$ cat config.mk
export PLATFORM = sky130hd
export DESIGN_NAME = tx_framer
export DESIGN_NICKNAME = d
export VERILOG_FILES = /design/src/rtl/tx_framer.sv
export SDC_FILE = /design/constraint.sdc
export NUM_CORES = 1
export LEC_CHECK = 0
export ABC_CLOCK_PERIOD_IN_PS = 2600
export CAP_MARGIN = 15
export CORE_MARGIN = 2
export CORE_UTILIZATION = 60
export DETAILED_ROUTE_END_ITERATION = 16
export GPL_TIMING_DRIVEN = 0
export MAX_ROUTING_LAYER = met4
export PLACE_DENSITY = 0.85
export REMOVE_ABC_BUFFERS = 1
export SYNTH_ARGS = -nofsm -noshare
export SYNTH_HDL_FRONTEND = slang
export SYNTH_SLANG_ARGS = --single-unit
$ cat constraint.sdc
create_clock -name sys_clk -period 2.6 [get_ports sys_clk]
set_input_delay 0.52 -clock sys_clk [delete_from_list [all_inputs] [get_ports sys_clk]]
set_output_delay 0.52 -clock sys_clk [all_outputs]
set_load 0.02 [all_outputs]
$ cat src/rtl/tx_framer.sv
// GMII transmit framer: turns a raw frame byte stream into 9-bit FIFO write words,
// padding short frames, appending the CRC-32 FCS, a terminator, and an idle gap.
module tx_framer #(
  parameter int MIN_LEN    = 60,
  parameter int IFG_CYCLES = 12
) (
  input  logic       sys_clk,
  input  logic       sys_rst_n,
  input  logic       in_valid,
  input  logic [7:0] in_data,
  input  logic       in_last,
  output logic       in_ready,
  input  logic       out_full,
  output logic       wr_en,
  output logic [8:0] wr_data
);

  typedef enum logic [2:0] {IDLE, DATA, PAD, FCS, TERM, GAP} state_t;

  localparam logic [11:0] MIN_L    = 12'(MIN_LEN);
  localparam logic [7:0]  IFG_LAST = 8'(IFG_CYCLES - 1);
  localparam bit          NO_GAP   = (IFG_CYCLES == 0);

  state_t      state, state_nx;
  logic [10:0] byte_cnt, byte_cnt_nx, byte_inc;
  logic [11:0] cnt_p1, cnt_after;
  logic [31:0] crc, crc_nx;
  logic [1:0]  fcs_cnt, fcs_cnt_nx;
  logic [7:0]  gap_cnt, gap_cnt_nx;
  logic        wr_en_nx;
  logic [8:0]  wr_data_nx;
  logic        accept;

  // Reflected CRC-32, one byte per call, LSB first.
  function automatic logic [31:0] crc_byte(input logic [31:0] c, input logic [7:0] d);
    logic [31:0] r;
    r = c ^ {24'h0, d};
    for (int i = 0; i < 8; i++)
      r = r[0] ? ((r >> 1) ^ 32'hEDB88320) : (r >> 1);
    return r;
  endfunction

  assign in_ready = (state == IDLE || state == DATA) && !out_full && sys_rst_n;
  assign accept   = in_valid && in_ready;
  assign byte_inc = (byte_cnt == 11'h7FF) ? byte_cnt : byte_cnt + 11'd1;
  assign cnt_p1   = {1'b0, byte_cnt} + 12'd1;

  always_comb begin
    state_nx    = state;
    byte_cnt_nx = byte_cnt;
    crc_nx      = crc;
    fcs_cnt_nx  = fcs_cnt;
    gap_cnt_nx  = gap_cnt;
    wr_en_nx    = 1'b0;
    wr_data_nx  = wr_data;
    cnt_after   = (state == IDLE) ? 12'd1 : cnt_p1;
    case (state)
      IDLE, DATA: begin
        if (accept) begin
          wr_en_nx   = 1'b1;
          wr_data_nx = {1'b1, in_data};
          if (state == IDLE) begin
            byte_cnt_nx = 11'd1;
            crc_nx      = crc_byte(32'hFFFF_FFFF, in_data);
          end else begin
            byte_cnt_nx = byte_inc;
            crc_nx      = crc_byte(crc, in_data);
          end
          fcs_cnt_nx = 2'd0;
          if (in_last) state_nx = (cnt_after < MIN_L) ? PAD : FCS;
          else         state_nx = DATA;
        end
      end
      PAD: begin
        if (!out_full) begin
          wr_en_nx    = 1'b1;
          wr_data_nx  = 9'h100;
          byte_cnt_nx = byte_inc;
          crc_nx      = crc_byte(crc, 8'h00);
          if (cnt_p1 >= MIN_L) state_nx = FCS;
        end
      end
      FCS: begin
        if (!out_full) begin
          wr_en_nx   = 1'b1;
          wr_data_nx = {1'b1, ~crc[{fcs_cnt, 3'b000} +: 8]};
          fcs_cnt_nx = fcs_cnt + 2'd1;
          if (fcs_cnt == 2'd3) state_nx = TERM;
        end
      end
      TERM: begin
        if (!out_full) begin
          wr_en_nx   = 1'b1;
          wr_data_nx = 9'h000;
          gap_cnt_nx = 8'd0;
          state_nx   = NO_GAP ? IDLE : GAP;
        end
      end
      GAP: begin
        // Idle gap runs on regardless of FIFO back-pressure.
        gap_cnt_nx = gap_cnt + 8'd1;
        if (gap_cnt == IFG_LAST) state_nx = IDLE;
      end
      default: state_nx = IDLE;
    endcase
  end

  always_ff @(posedge sys_clk or negedge sys_rst_n) begin
    if (!sys_rst_n) begin
      state    <= IDLE;
      byte_cnt <= 11'd0;
      crc      <= 32'hFFFF_FFFF;
      fcs_cnt  <= 2'd0;
      gap_cnt  <= 8'd0;
      wr_en    <= 1'b0;
      wr_data  <= 9'h000;
    end else begin
      state    <= state_nx;
      byte_cnt <= byte_cnt_nx;
      crc      <= crc_nx;
      fcs_cnt  <= fcs_cnt_nx;
      gap_cnt  <= gap_cnt_nx;
      wr_en    <= wr_en_nx;
      wr_data  <= wr_data_nx;
    end
  end

endmodule

* Word level (Yosys, flattened, before mapping)
Cells that the tools add are included.
Cells by class: order comparisons 2, equal/unequal tests 15, add/sub/neg operators 4, shift operators 1, multiplexer cells 57, reductions and logical operators 17, bitwise operators 27
Operators with widths (number):
- 32-bit 2-to-1 mux | 27
- 13-bit inverter with 14-bit output | 24
- 32-bit case mux with 2 select lines | 1
- 11-bit 2-to-1 mux | 4
- 9-bit 2-to-1 mux | 4
- 9-bit case mux with 4 select lines | 1
- 8-bit inverter with 32-bit output | 1
- 32-bit by 6-bit indexed part select with 8-bit output | 1
- 32-bit by 8-bit XOR with 32-bit output | 1
- 11-bit case mux with 2 select lines | 1
- 3-bit 2-to-1 mux | 7
- 8-bit case mux with 2 select lines | 1
- 3-bit case mux with 5 select lines | 1
- 2-bit != test, second input constant | 7
- 11-bit by 1-bit adder with 12-bit output, second input constant | 1
- 12-bit by 6-bit greater-or-equal comparator with 1-bit output, second input constant | 1
- 12-bit by 6-bit less-than comparator with 1-bit output, second input constant | 1
- 12-bit 2-to-1 mux | 1
- 11-bit by 1-bit adder with 11-bit output, second input constant | 1
- 11-bit equality test, second input constant | 1
- 8-bit by 1-bit adder with 8-bit output, second input constant | 1
- 8-bit by 4-bit equality test with 1-bit output, second input constant | 1
- 8-bit 2-to-1 mux | 1
- 8-bit inverter | 1
- other kinds (21) | 32
Storage, ports and cells: bits in registers 66, word-level logic and storage cells 130, output and inout port bits 11

* Depth between registers and ports, before layout
depth in word-level cells 20, depth in mapped cells 8

* Worst setup path before layout
OpenSTA, ideal clock, no wires.
path type input-to-reg, start input in_data[4], end register crc[20], data arrival time 2.148 ns, stages on the path 7, slack 0.379 ns, required time 2.527 ns, library setup time 0.073 ns, buffers on the path 1, path through buf_4 > xnor2_4 > xnor3_2 > xnor3_2 > xor2_1 > nand2_1 > a21oi_1
Between the ends: cells in the longest elaborated chain, start to end 14
Ends and longest elaborated chain:
- from (decl) | line 10 | input logic [7:0] in_data,
- 32-bit by 8-bit XOR with 32-bit output or 8-bit inverter with 32-bit output (tied branches)
- 32-bit 2-to-1 mux (6 in series) | line 39 | r = r[0] ? ((r >> 1) ^ 32'hEDB88320) : (r >> 1);
- 13-bit inverter with 14-bit output (no source line)
- 32-bit 2-to-1 mux | line 39
- 13-bit inverter with 14-bit output (no source line)
- 32-bit 2-to-1 mux | line 39
- 32-bit 2-to-1 mux * | line 62 | if (state == IDLE) begin
- 32-bit 2-to-1 mux * | line 59 | if (accept) begin
- 32-bit case mux with 2 select lines * | line 57 | case (state)
- to (signal assigned) | line 120 | crc <= crc_nx;
- to (decl) | line 27 | logic [31:0] crc, crc_nx;
Every way passes the cells marked *; elsewhere a longest branch is shown, timed or not. The select of a mux whose other input is x is not followed. A chain may end at the register's enable or synchronous reset.

* Worst setup path after layout
start input in_data[4], end register crc[23]
The elaborated chain is that of the path after synthesis.

==> out/metrics.yaml <==
clock_tree:
  cts_sinks: 66
  htreeDepth: 3
  holdBufCountCts: 0
  cts_tree: "yes"
  clock_path_buffers: 2
  clock_latency_ps: 350
  clockRootBuffer: "clkbuf_8"
  numCtsBuffers: 9
  clk_pin_slew_ps: 80
finish:
  antenna_cells: 0
  design_area_um2: 6070
  drive_above_1_share: 0.149
  area_growth_pct: 8.89
  nets: 616
  final_core_util: 0.666
grt:
  overflow: 0
  grt_pass1_vias: 4511
  antenna_found_initial: 0
  grt_max_degree: 70
  grt_busiest_layer: "met2"
  grtUsageMet3: 0.0487
  grt_usage: 0.303
  use_met1: 0.391
  gr-usage-met2: 0.471
  grt_pass1_wl_um: 22900
synthesis:
  ys_warn_count: 0
  ys_types: 58
  synth_commonest_cells: "xnor2_1, a21oi_1, nand2_1"
  synth_area_um2: 5570
  syn_inst: 606
  yosysTopAreaCell: "xnor2_1"
  synth_edf_count: 0
  synth-seq-area-share: 0.304
  ys_top_cells_by_area: "xnor2_1, dfrtp_1, dfstp_2, a21oi_1, xor2_1"
  avgSynthCellArea_um2: 9.20
  synth-seq-cells: 66
  async_flop_share: 1.00
  synth-main-ff-cell: "dfrtp_1"
  synth.most_common_cell: "xnor2_1"
  synth.top_cell.area_share: 0.160
timing:
  min_period_over_period: 0.975
  finalHoldViolCount: 0
  setup_violations: 0
  finalMaxSlewViolations: 0
  fin_crit_ps: 2540
  clock.fmax_mhz: 394
  worstMarginPinSlew_ps: 794
  clock_skew_ps: 12.7
  slew_headroom: 0.471
  rsz0062_at_grt: "true"
drt:
  vias_per_cell: 6.40
  first_pass_iters: 5
  drt_iter0_drc: 364
  wl_um: 14300
  route.detailed.drc: 0
  wl_per_cell_um: 20.0
  vias: 4579
  ant_nets: 0
floorplan:
  rows: 35
  fp.dieArea_um2: 10100
  die_h_um: 100
  start_util: 0.612
  chipWidth_um: 100
  io_pins: 24
  core_um2: 9110
worst_setup_path:
  endpoint_kind: "flop"
  start_kind: "input pin"
  required_ps: 2890
  critPathMaxFanout: 10
  crit_type: "in -> reg"
  rr_startpoint: "state[1]"
  cp.arrival_ps: 2820
  r2r_cells: 6
  startpoint: "in_data[4]"
place:
  dp_hpwl_um: 9900
  placed_area_um2: 5780
  port_buffers: 23
  gp_congestion: 1.01
min_path:
  hp-class: "in -> async"
flow_run:
  max-cap-violations: 0
status:
  run_status: "completed"
-- metrics by stage --
stage	worst slack, ps	TNS [ps]	hold WS, ps	std cells
6_report	64.3	0	150	715
5_1_grt	-9.28	-9.28	176	715
4_1_cts	5.07	0	180	713
3_5_place_dp	-640	-15150	484	697
3_3_place_gp	-4030	-244120	475	693
2_1_floorplan	-122	-153	224	559
-- final cells by class --
| type | count | area (um^2) |
|---|---|---|
| Clock buffer | 10 | 128 |
| Sequential cell | 66 | 1690 |
| Multi-Input combinational cell | 490 | 3690 |
| Fill cell | 708 | 3040 |
| Tap cell | 111 | 139 |
| Clock inverter | 6 | 88.8 |
| Inverter | 3 | 11.3 |
| Timing Repair Buffer | 29 | 319 |
-- worst max-delay path, stage by stage --
cell,delay [ps]
dlygate4sd2_1,700
xnor2_4,240
xnor3_2,550
xnor3_2,430
xor2_1,150
nand2_1,70
a21oi_1,140
-- worst paths after layout --
kind                                    end  slack [ps]
max in group asynchronous           crc[24]        2030
worst max-delay path                crc[23]          60
worst max register to register  byte_cnt[3]          80
worst min-delay path            byte_cnt[4]         150
worst min register to register      crc[17]         500
min in group sys_clk                crc[17]         500
-- per-layer routing --
metal | part of all wire | vias to the layer above
met4 | 0.041 | 0
li1 | - | 2086
met5 | 0 | -
met1 | 0.40 | 2204
met3 | 0.074 | 57
met2 | 0.49 | 232
-- cells in the final DEF (no fill, tap or decap), types with 4 or more instances in the layout --
master and n:
and3_1 4, a211oi_1 8, o31ai_1 6, clkdlybuf4s50_1 16, a21oi_1 57, nand2b_1 5, o211ai_1 5, nand2_1 56
dlygate4sd2_1 5, nor3_1 6, clkbuf_8 10, xnor2_2 10, o21ai_1 13, ha_1 4, o32ai_1 4, a31oi_1 7
xnor3_1 5, xor2_1 32, mux4_2 8, dfrtp_1 34, nor2_1 46, xnor2_4 4, xnor2_1 99, o21ai_0 33
dfstp_2 32, nand3_1 17
-- state kept, by name, indices dropped and copies added, names as in the netlist --
| register | count |
|---|---|
| gap_cnt | 8 |
| wr_data | 9 |
| fcs_cnt | 2 |
| crc | 32 |
| state | 3 |
| wr_en | 1 |
| byte_cnt | 11 |
-- cell families after synthesis --
logic type / share of synthesized area
flops: 0.304
simple gates: 0.130
xor+xnor: 0.302
mux: 0.0418
buf+inv: 0.0451
fa+ha+maj: 0.00898
compound gates: 0.168
-- repair_timing --
action,CTS,global route
endpoints found under the setup margin,20,18
buffers inserted,0,2
resized for setup,9,8
pin swaps,1,1
Power is left out: the tool's default activity adds up to more than one toggle a clock period on the data nets, which glitch-free logic cannot reach.
